`src/rtl/register_dumper.sv`:
```
// Walks every architectural register through a spare combinational read port and
// streams them as a framed byte sequence: header, 4 bytes per register MSB first, checksum.
module register_dumper #(
    parameter int          NUM_REGS    = 32,
    parameter int          ADDR_WIDTH  = 5,
    parameter logic [7:0]  HEADER_BYTE = 8'hA5
) (
    input  logic                  clock,
    input  logic                  reset_n,
    input  logic                  start,
    output logic [ADDR_WIDTH-1:0] rd_addr,
    input  logic [31:0]           rd_data,
    output logic [7:0]            tx_data,
    output logic                  tx_valid,
    input  logic                  tx_ready,
    output logic                  busy,
    output logic                  done,
    output logic [2:0]            dbg_state
);

    // Byte handshake: a byte moves on every rising clock edge where tx_valid && tx_ready;
    // once tx_valid is raised, it and tx_data hold unchanged until that edge (reset excepted).

    typedef enum logic [2:0] {
        IDLE   = 3'd0,
        HEADER = 3'd1,
        ADDR   = 3'd2,
        LOAD   = 3'd3,
        SEND   = 3'd4,
        CSUM   = 3'd5,
        DONE   = 3'd6
    } state_t;

    localparam logic [ADDR_WIDTH-1:0] LAST_IDX = ADDR_WIDTH'(NUM_REGS - 1);

    state_t                  state;
    state_t                  next_state;
    logic [ADDR_WIDTH-1:0]   index;
    logic [31:0]             shift;
    logic [7:0]              checksum;
    logic [1:0]              byte_cnt;
    logic                    accept;

    assign accept    = tx_valid && tx_ready;
    assign rd_addr   = index;
    assign dbg_state = state;

    always_ff @(posedge clock or negedge reset_n) begin
        if (!reset_n) begin
            state <= IDLE;
        end else begin
            state <= next_state;
        end
    end

    // Outputs decode from the state register only, so reset drops tx_valid without waiting for a clock.
    always_comb begin
        next_state = state;
        tx_valid   = 1'b0;
        tx_data    = 8'h00;
        busy       = (state != IDLE);
        done       = 1'b0;
        case (state)
            IDLE: begin
                if (start) next_state = HEADER;
            end
            HEADER: begin
                tx_valid = 1'b1;
                tx_data  = HEADER_BYTE;
                if (tx_ready) next_state = ADDR;
            end
            ADDR: begin
                next_state = LOAD;
            end
            LOAD: begin
                next_state = SEND;
            end
            SEND: begin
                tx_valid = 1'b1;
                tx_data  = shift[31:24];
                if (tx_ready && byte_cnt == 2'd3) begin
                    next_state = (index == LAST_IDX) ? CSUM : ADDR;
                end
            end
            CSUM: begin
                tx_valid = 1'b1;
                tx_data  = checksum;
                if (tx_ready) next_state = DONE;
            end
            DONE: begin
                done       = 1'b1;
                next_state = IDLE;
            end
            default: begin
                next_state = IDLE;
            end
        endcase
    end

    always_ff @(posedge clock or negedge reset_n) begin
        if (!reset_n) begin
            index    <= '0;
            shift    <= '0;
            checksum <= '0;
            byte_cnt <= '0;
        end else begin
            case (state)
                IDLE: begin
                    if (start) begin
                        index    <= '0;
                        checksum <= '0;
                    end
                end
                LOAD: begin
                    shift    <= rd_data;
                    byte_cnt <= '0;
                end
                SEND: begin
                    if (accept) begin
                        checksum <= checksum + shift[31:24];
                        shift    <= {shift[23:0], 8'h00};
                        byte_cnt <= byte_cnt + 2'd1;
                        // Index stops at the last register; CSUM follows instead of a wrap.
                        if (byte_cnt == 2'd3 && index != LAST_IDX) begin
                            index <= index + 1'b1;
                        end
                    end
                end
                DONE: begin
                    index <= '0;
                end
                default: begin
                end
            endcase
        end
    end

endmodule

```
`config.mk`:
```
export PLATFORM = sky130hd
export DESIGN_NAME = register_dumper
export DESIGN_NICKNAME = d
export VERILOG_FILES = /design/src/rtl/register_dumper.sv
export SDC_FILE = /design/constraint.sdc
export NUM_CORES = 1
export LEC_CHECK = 0
export CAP_MARGIN = 20
export CELL_PAD_IN_SITES_DETAIL_PLACEMENT = 1
export CELL_PAD_IN_SITES_GLOBAL_PLACEMENT = 1
export CORE_ASPECT_RATIO = 1.25
export CORE_MARGIN = 4
export CORE_UTILIZATION = 38
export CTS_BUF_LIST = sky130_fd_sc_hd__clkbuf_4 sky130_fd_sc_hd__clkbuf_8
export CTS_CLUSTER_SIZE = 20
export DETAILED_ROUTE_END_ITERATION = 12
export PLACE_DENSITY_LB_ADDON = 0.12
export SLEW_MARGIN = 20
export SYNTH_ARGS = -nofsm -noshare
export SYNTH_HDL_FRONTEND = slang
export SYNTH_SLANG_ARGS = --single-unit
```
`constraint.sdc`:
```
create_clock -name clock -period 3.2 [get_ports clock]
set_input_delay 0.32 -clock clock [delete_from_list [all_inputs] [get_ports clock]]
set_output_delay 0.32 -clock clock [all_outputs]
set_load 0.05 [all_outputs]
```
==> results.json, run 1 <==
{
  "outcome": "finished clean",
  "p_leak_nw": 1.62,
  "power_switching_w": 0.00133,
  "grt-ovfl-total": 0,
  "numCtsBuffers": 5,
  "slew_viol_final": 0,
  "clk_path_buf_depth": 2,
  "clk_latency_ns": 0.30,
  "synth_nets": 318,
  "final_layout_size_suffix_gt1_share_pct": 6.79,
  "clk_pin_slew_ns": 0.10,
  "cts_setup_buffers": 0,
  "io-pin-count": 55,
  "rsz0062_at_grt": "no",
  "final.setup.tns_ns": 0,
  "power.internal_w": 0.00171,
  "vias": 2139,
  "cts_resized": 0,
  "fp.dieH_microns": 102,
  "wl_microns": 6210,
  "synth_top_area_share_pct": 47.0,
  "grt_pass1_wl_microns": 10900,
  "multi_input_area_sq_mm": 0.00131,
  "worst_pin_slew_ns": 0.826,
  "ir_drop_mv": 0.363,
  "ys_types": 40,
  "start_util_pct": 39.8,
  "finalCriticalPeriod_ns": 2.84,
  "syn_inst": 271,
  "dr.pass1.iters": 4,
  "nets": 370,
  "synth_seq_area_share_pct": 47.0,
  "synth-seq-cells": 50,
  "skew_ns": 0.00739,
  "gp_congestion": 0.750,
  "fill_cells": 785,
  "timing.final.hold_violations": 0,
  "swShare_pct": 43.7,
  "cp_max_fo": 10,
  "cts-hold-fix-buffers": 0,
  "rows": 33,
  "core-area_sq_mm": 0.00669,
  "p_comb_share_pct": 48.1,
  "p_clk_share_pct": 15.0,
  "postSynthAreaPerCell_sq_um": 9.82,
  "setup_violations": 0,
  "clock-sinks": 50,
  "port_buffers": 54,
  "fmax_mhz": 352,
  "synth_area_leader_cell": "dfrtp_1",
  "crit_type": "reg2out",
  "max-cap-violations": 0,
  "synth_edf_count": 0,
  "netlist_top_cells_area": "dfrtp_1, mux2i_1, o21ai_0",
  "root_buffer": "clkbuf_8",
  "syn2layout_area_growth_pct": 26.6,
  "dp_hpwl_microns": 4590,
  "vias_per_cell": 5.20,
  "worstSetupEndpointType": "output port",
  "critPathArrivalTime_ns": 2.52,
  "pre_cts_slack_ns": 0.665,
  "fin_crit_sh_pct": 88.7,
  "cp.required_ns": 2.88,
  "cp-start-kind": "register",
  "wl_per_cell_microns": 15.1,
  "synth-main-ff-cell": "dfrtp_1",
  "grt_pass1_vias": 2295,
  "antenna_found_initial": 0,
  "drtAntennaViolNets": 0,
  "first_iter_violations": 43,
  "netlist_area_sq_mm": 0.00266,
  "async_reset_ff_share_pct": 100,
  "grt_util_all_layers_pct": 15.7,
  "h-tree-depth": 2,
  "yosysWarningCount": 0,
  "final.setup.worst_slack_ns": 0.363,
  "grt_max_degree": 59,
  "relSlewSlack_pct": 44.9,
  "die_w_microns": 82.9,
  "pwr-share-seq_pct": 36.9,
  "drc": 0,
  "p_per_area_mw_per_mm2": 903,
  "die-area_sq_mm": 0.00842,
  "cts_tree": "done",
  "ff_latch_area_sq_mm": 0.00125,
  "holdCritPathClass": "in2async",
  "antenna_cells": 0
}
-- cells by family (layout without fill, tap and decap cells) --
family / Yosys count / after routing / share of synthesized area [%]
simple gates: 77 / 77 / 12.2
flops: 50 / 50 / 47.0
mux: 30 / 30 / 11.4
buf+inv: 18 / 71 / 4.13
compound gates: 81 / 81 / 18.5
xor+xnor: 4 / 4 / 1.32
fa+ha+maj: 11 / 11 / 5.45
-- state kept, by name (all words and copies together) (netlist names) --
signal	cells
rd_addr	5
checksum	8
dbg_state	3
byte_cnt	2
shift	32
-- power by group through the flow --
stage               registers, W  clock network, W  logic, W
floorplan                0.00110                 0   0.00111
global placement         0.00113                 0   0.00144
detailed placement       0.00114                 0   0.00148
CTS                      0.00113          0.000475   0.00149
global route             0.00117          0.000497   0.00163
finish                   0.00112          0.000458   0.00146
-- synthesized netlist by cell type, types with 3 or more instances --
library cell / number
a21oi_1: 11
a22o_1: 9
buf_2: 3
buf_4: 3
buf_6: 3
clkbuf_1: 3
dfrtp_1: 50
ha_1: 10
inv_1: 3
mux2i_1: 28
nand2_1: 46
nor2_1: 17
o21ai_0: 45
o21ai_1: 3
-- layer usage --
layer,vias to the layer above,global-route usage (%),wire (microns)
met1,1039,19.1,2840
li1,1057,-,-
met2,37,28.2,3020
met5,-,0,0
met3,6,2.85,276
met4,0,5.28,70
-- cell usage in the layout, fill, tap and decap left out, types with 4 or more instances in the layout --
master / instances
ha_1: 10
mux2i_1: 28
nor2_1: 17
nand2_1: 46
clkdlybuf4s50_1: 53
dfrtp_1: 50
clkbuf_8: 5
o21ai_0: 45
a22o_1: 9
a21oi_1: 11
buf_4: 4
-- worst max-delay path, stage by stage, from the launching register on --
cell and delay [ns]:
dfrtp_1 0.55, clkinv_1 0.31, nor2_1 0.29, nand2_1 0.10, a21oi_1 0.14, clkdlybuf4s50_1 0.82
-- cell type report --
| class | count | share of cell area (%) |
|---|---|---|
| Sequential cell | 50 | 37.1 |
| Tap cell | 87 | 3.23 |
| Clock inverter | 2 | 1.11 |
| Clock buffer | 6 | 2.26 |
| Timing Repair Buffer | 58 | 16.8 |
| Inverter | 5 | 0.705 |
| Multi-Input combinational cell | 203 | 38.8 |
-- worst paths after layout --
path / depth (start not counted) / to / slack (ns) / from
setup / recovery: 5 / tx_data[2] / 0.36 / dbg_state[2]
hold / removal: 1 / checksum[3] / 0.11 / reset_n
setup reg to reg: 6 / shift[27] / 1.00 / dbg_state[0]
hold reg to reg: 2 / shift[13] / 0.48 / shift[13]
max in group asynchronous: 2 / shift[30] / 2.34 / reset_n
min in group clock: 2 / shift[13] / 0.48 / shift[13]
-- per-stage QoR --
stage / cells / cell area (sq um) / total power [W] / hold WS [ns] / util (%)
floorplan: 271 / 2660 / 0.00221 / 0.0244 / -
global placement: 403 / 3260 / 0.00257 / 0.460 / 48.7
detailed placement: 403 / 3260 / 0.00262 / 0.466 / 48.7
CTS: 411 / 3370 / 0.00310 / 0.131 / 50.4
global route: 411 / 3370 / 0.00330 / 0.154 / 50.4
finish: 411 / 3370 / 0.00304 / 0.106 / 50.4
(Power assumes the default switching activity.)
==> run 2: changes to the inputs <==
--- a/config.mk
+++ b/config.mk
@@ -14,7 +14,7 @@
 export CTS_BUF_LIST = sky130_fd_sc_hd__clkbuf_4 sky130_fd_sc_hd__clkbuf_8
 export CTS_CLUSTER_SIZE = 20
 export DETAILED_ROUTE_END_ITERATION = 12
-export PLACE_DENSITY_LB_ADDON = 0.12
+export PLACE_DENSITY_LB_ADDON = 0.1
 export SLEW_MARGIN = 20
 export SYNTH_ARGS = -nofsm -noshare
 export SYNTH_HDL_FRONTEND = slang
==> results.json, run 2 (synthesis results as in run 1) <==
{
  "power.internal_w": 0.00164,
  "root_buffer": "clkbuf_8",
  "max-cap-violations": 0,
  "swShare_pct": 44.6,
  "cp-start-kind": "register",
  "antenna_found_initial": 0,
  "holdWs_ns": 0.485,
  "slowest_delay_ns": 0.81,
  "vias_per_cell": 5.21,
  "clk_latency_ns": 0.30,
  "grt_pass1_vias": 2333,
  "fp.dieH_microns": 102,
  "start_util_pct": 39.8,
  "fin_crit_sh_pct": 88.7,
  "regMostFlops": "shift",
  "dp_hpwl_microns": 4520,
  "wl_microns": 6080,
  "wl_met1_microns": 2750,
  "crit_type": "reg2out",
  "finalCriticalPeriod_ns": 2.84,
  "skew_ns": 0.00633,
  "pwr-share-seq_pct": 37.9,
  "rows": 33,
  "fmax_mhz": 352,
  "worst_pin_slew_ns": 0.732,
  "cp_max_fo": 10,
  "p_clk_share_pct": 13.1,
  "worstSetupEndpointType": "output port",
  "p_leak_nw": 1.61,
  "cp.required_ns": 2.88,
  "h-tree-depth": 2,
  "clk_path_buf_depth": 2,
  "vias": 2141,
  "grt_pass1_wl_microns": 10800,
  "cts_tree": "done",
  "holdCritPathClass": "reg2reg",
  "syn2layout_area_growth_pct": 26.0,
  "met3_length_microns": 296,
  "wl_met2_microns": 2980,
  "setup_violations": 0,
  "rsz0062_at_grt": "no",
  "drtAntennaViolNets": 0,
  "final_layout_size_suffix_gt1_share_pct": 6.48,
  "grt_max_degree": 59,
  "port_buffers": 54,
  "cp_slowest_cell": "clkdlybuf4s50_1",
  "drc": 0,
  "clock-sinks": 50,
  "timing.final.hold_violations": 0,
  "power.total_w": 0.00296,
  "numCtsBuffers": 5,
  "p_comb_share_pct": 48.9,
  "outcome": "finished clean",
  "largest_reg_flops": 32,
  "cts_resized": 0,
  "nets": 370,
  "final.setup.tns_ns": 0,
  "relSlewSlack_pct": 51.2,
  "critical_path.cell_chain": "clkinv_1, nor2_1, nand2_1, a21oi_1, clkdlybuf4s50_1",
  "final_common_cell": "clkdlybuf4s50_1",
  "dr.pass1.iters": 4,
  "gp_congestion": 0.755,
  "antenna_cells": 0,
  "dr.max_layer_used": "met4",
  "io-pin-count": 55,
  "clk_pin_slew_ns": 0.09,
  "power_switching_w": 0.00132,
  "wl_per_cell_microns": 14.8,
  "die_w_microns": 82.9,
  "grt-ovfl-total": 0,
  "ir_drop_mv": 0.396,
  "die-area_sq_mm": 0.00842,
  "utilization_pct": 50.2,
  "critPathArrivalTime_ns": 2.52,
  "core-area_sq_mm": 0.00669,
  "p_per_area_mw_per_mm2": 884,
  "first_iter_violations": 73,
  "slew_viol_final": 0,
  "layout_common_cells": "clkdlybuf4s50_1, dfrtp_1, nand2_1",
  "grt_util_all_layers_pct": 15.5
}
-- run 2: cell types whose count changed in the layout (fill, tap and decap cells not counted), sizes merged --
| cell | previous run | this run |
|---|---|---|
| dlygate4sd3 | 0 | 1 |
| buf | 5 | 4 |
| bufinv | 1 | 0 |
| clkinv | 2 | 3 |
-- run 2: worst max-delay path: cells and delay by family (launching register included) --
family                 cells  cell delay (ns)
buffers and inverters      2             1.12
AND/OR/NAND/NOR            2             0.41
flip-flops                 1             0.57
AO/OA/AOI/OAI              1             0.13
-- run 2: what timing repair did --
item / 4_1_cts / 5_1_grt
hold buffers: 1 / 0
setup buffers: 0 / 0
hold endpoints to repair: 21 / 0
-- run 2: worst paths after layout --
| check | slack (ns) | start | to | depth (start not counted) |
|---|---|---|---|---|
| worst max-delay path | 0.36 | dbg_state[2] | tx_data[5] | 5 |
| worst min-delay path | 0.48 | shift[8] | shift[8] | 2 |
| max in group asynchronous | 1.91 | reset_n | shift[6] | 3 |
| worst max register to register | 1.01 | dbg_state[0] | byte_cnt[1] | 5 |
| min in group asynchronous | 0.51 | reset_n | shift[20] | 2 |
| worst min register to register | 0.48 | shift[8] | shift[8] | 2 |
-- run 2: final cells by class --
class | instances | area [sq um]
clock inverter | 2 | 12.5
tap | 87 | 109
clock buffer | 6 | 82.6
sequential | 50 | 1250
inverter | 5 | 23.8
multi-input combinational | 203 | 1310
fill | 800 | 3330
timing repair buffer | 58 | 568
-- run 2: per-stage QoR --
step | instance area, sq um | instances | setup WS (ns)
6_report | 3360 | 411 | 0.362
5_1_grt | 3360 | 411 | 0.159
4_1_cts | 3360 | 411 | 0.344
3_5_place_dp | 3250 | 402 | 0.678
3_3_place_gp | 3250 | 402 | 0.798
2_1_floorplan | 2660 | 271 | 0.712
-- run 2: per-layer routing --
layer	vias up	track usage, %
met4	0	4.15
met1	1042	18.8
met3	5	3.58
met2	37	27.8
met5	-	0
li1	1057	-
-- run 2: power by group through the flow --
stage	Combinational, W	Sequential, W	Clock, W
finish	0.00145	0.00112	0.000390
global route	0.00162	0.00117	0.000428
CTS	0.00148	0.00113	0.000407
detailed placement	0.00147	0.00114	0
global placement	0.00143	0.00113	0
floorplan	0.00111	0.00110	0
==> run 3: changes to the inputs <==
--- a/config.mk
+++ b/config.mk
@@ -5,12 +5,13 @@
 export SDC_FILE = /design/constraint.sdc
 export NUM_CORES = 1
 export LEC_CHECK = 0
+export ABC_CLOCK_PERIOD_IN_PS = 3200
 export CAP_MARGIN = 20
 export CELL_PAD_IN_SITES_DETAIL_PLACEMENT = 1
 export CELL_PAD_IN_SITES_GLOBAL_PLACEMENT = 1
 export CORE_ASPECT_RATIO = 1.25
 export CORE_MARGIN = 4
-export CORE_UTILIZATION = 38
+export CORE_UTILIZATION = 35
 export CTS_BUF_LIST = sky130_fd_sc_hd__clkbuf_4 sky130_fd_sc_hd__clkbuf_8
 export CTS_CLUSTER_SIZE = 20
 export DETAILED_ROUTE_END_ITERATION = 12
==> results.json, run 3 (synthesis results as in run 1) <==
{
  "outcome": "finished clean",
  "fp.dieH_microns": 106,
  "skew_ns": 0.00502,
  "cp_slowest_cell": "clkdlybuf4s50_1",
  "syn2layout_area_growth_pct": 27.2,
  "dp_hpwl_microns": 4650,
  "wl_microns": 6280,
  "gp_congestion": 0.747,
  "p_clk_share_pct": 14.5,
  "start_util_pct": 36.0,
  "h-tree-depth": 2,
  "die-area_sq_mm": 0.00908,
  "root_buffer": "clkbuf_8",
  "first_iter_violations": 39,
  "critical_path.cell_chain": "clkinv_1, nor2_1, nand2_1, a21oi_1, clkdlybuf4s50_1",
  "antenna_found_initial": 0,
  "nets": 370,
  "pwr-share-seq_pct": 37.0,
  "power_switching_w": 0.00133,
  "ff_latch_area_sq_mm": 0.00125,
  "fmax_mhz": 352,
  "p_per_area_mw_per_mm2": 899,
  "max-cap-violations": 0,
  "cts-hold-fix-buffers": 0,
  "p_comb_share_pct": 48.5,
  "grt_pass1_wl_microns": 10800,
  "layout_common_cells": "clkdlybuf4s50_1, dfrtp_1, nand2_1",
  "regMostFlops": "shift",
  "slew_viol_final": 0,
  "clk_latency_ns": 0.30,
  "holdWs_ns": 0.0826,
  "dr.max_layer_used": "met4",
  "antenna_cells": 0,
  "cp_max_fo": 10,
  "numCtsBuffers": 5,
  "io-pin-count": 55,
  "vias_per_cell": 5.05,
  "final.setup.worst_slack_ns": 0.363,
  "core-area_sq_mm": 0.00740,
  "cp-start-kind": "register",
  "fill_cells": 857,
  "clk_path_buf_depth": 2,
  "rsz0062_at_grt": "no",
  "clk_pin_slew_ns": 0.09,
  "drc": 0,
  "final.setup.tns_ns": 0,
  "power.internal_w": 0.00171,
  "rows": 35,
  "cp_num_buf_inv": 2,
  "finalCriticalPeriod_ns": 2.84,
  "setup_violations": 0,
  "met3_length_microns": 344,
  "slowest_delay_ns": 0.82,
  "final_layout_size_suffix_gt1_share_pct": 6.79,
  "worstSetupEndpointType": "output port",
  "wl_per_cell_microns": 15.1,
  "vias": 2101,
  "cts_setup_buffers": 0,
  "grt-ovfl-total": 0,
  "cp.required_ns": 2.88,
  "drtAntennaViolNets": 0,
  "wl_met2_microns": 2940,
  "grt_pass1_vias": 2235,
  "grt_util_all_layers_pct": 14.8,
  "holdCritPathClass": "in2async",
  "wl_met1_microns": 2870,
  "dr.pass1.iters": 4,
  "ir_drop_mv": 0.545,
  "fin_crit_sh_pct": 88.7,
  "r2r_slack_ns": 0.93,
  "critPathArrivalTime_ns": 2.52,
  "grt_max_degree": 51,
  "largest_reg_flops": 32,
  "relSlewSlack_pct": 49.7,
  "crit_type": "reg2out",
  "multi_input_area_sq_mm": 0.00131,
  "port_buffers": 54,
  "cts_tree": "done",
  "swShare_pct": 43.8,
  "worst_pin_slew_ns": 0.755,
  "final_common_cell": "clkdlybuf4s50_1",
  "die_w_microns": 86.0,
  "pre_cts_slack_ns": 0.698,
  "clock-sinks": 50,
  "cp_top_family": "buffers and inverters",
  "timing.final.hold_violations": 0,
  "cts_resized": 0,
  "p_leak_nw": 1.63
}
==> run 3: cell types whose count changed in the layout (fill, tap and decap cells not counted) <==
cell           before  now
bufinv_16           0    1
clkinvlp_4          1    0
dlygate4sd3_1       1    0
buf_12              0    1
clkbuf_8            6    5
clkinv_2            1    2
==> run 3: path summary, 6_finish.rpt <==
| check | start | end | cells after the start |
|---|---|---|---|
| worst max-delay path | dbg_state[2] | tx_data[0] | 5 |
| worst min-delay path | reset_n | shift[27] | 1 |
| worst max register to register | dbg_state[0] | shift[20] | 6 |
| worst min register to register | shift[21] | shift[21] | 2 |
| max in group asynchronous | reset_n | rd_addr[3] | 2 |
| min in group clock | shift[21] | shift[21] | 2 |
==> run 3: power groups by stage <==
| stage | logic (W) | registers, W | clock network, W |
|---|---|---|---|
| floorplan | 0.00111 | 0.00110 | 0 |
| finish | 0.00148 | 0.00113 | 0.000443 |
| CTS | 0.00150 | 0.00113 | 0.000461 |
| global placement | 0.00146 | 0.00113 | 0 |
| detailed placement | 0.00150 | 0.00114 | 0 |
| global route | 0.00166 | 0.00118 | 0.000478 |
==> run 3: stage by stage <==
stage	util, %	area, sq um	power [W]	instances
floorplan	-	2660	0.00221	271
global placement	44.3	3280	0.00259	408
detailed placement	44.3	3280	0.00264	408
CTS	45.7	3390	0.00309	416
global route	45.7	3390	0.00331	416
finish	45.7	3390	0.00305	416
==> run 3: layout make-up <==
type | instances | area share, %
Inverter | 5 | 0.702
Timing Repair Buffer | 58 | 17.1
Multi-Input combinational cell | 203 | 38.7
Sequential cell | 50 | 37.0
Clock inverter | 3 | 1.18
Clock buffer | 5 | 2.03
Tap cell | 92 | 3.40
==> run 3: metal layers <==
| metal | vias to the layer above | track usage, % |
|---|---|---|
| met2 | 45 | 24.1 |
| met3 | 10 | 3.60 |
| met1 | 992 | 19.0 |
| li1 | 1054 | - |
| met5 | - | 0 |
| met4 | 0 | 5.32 |
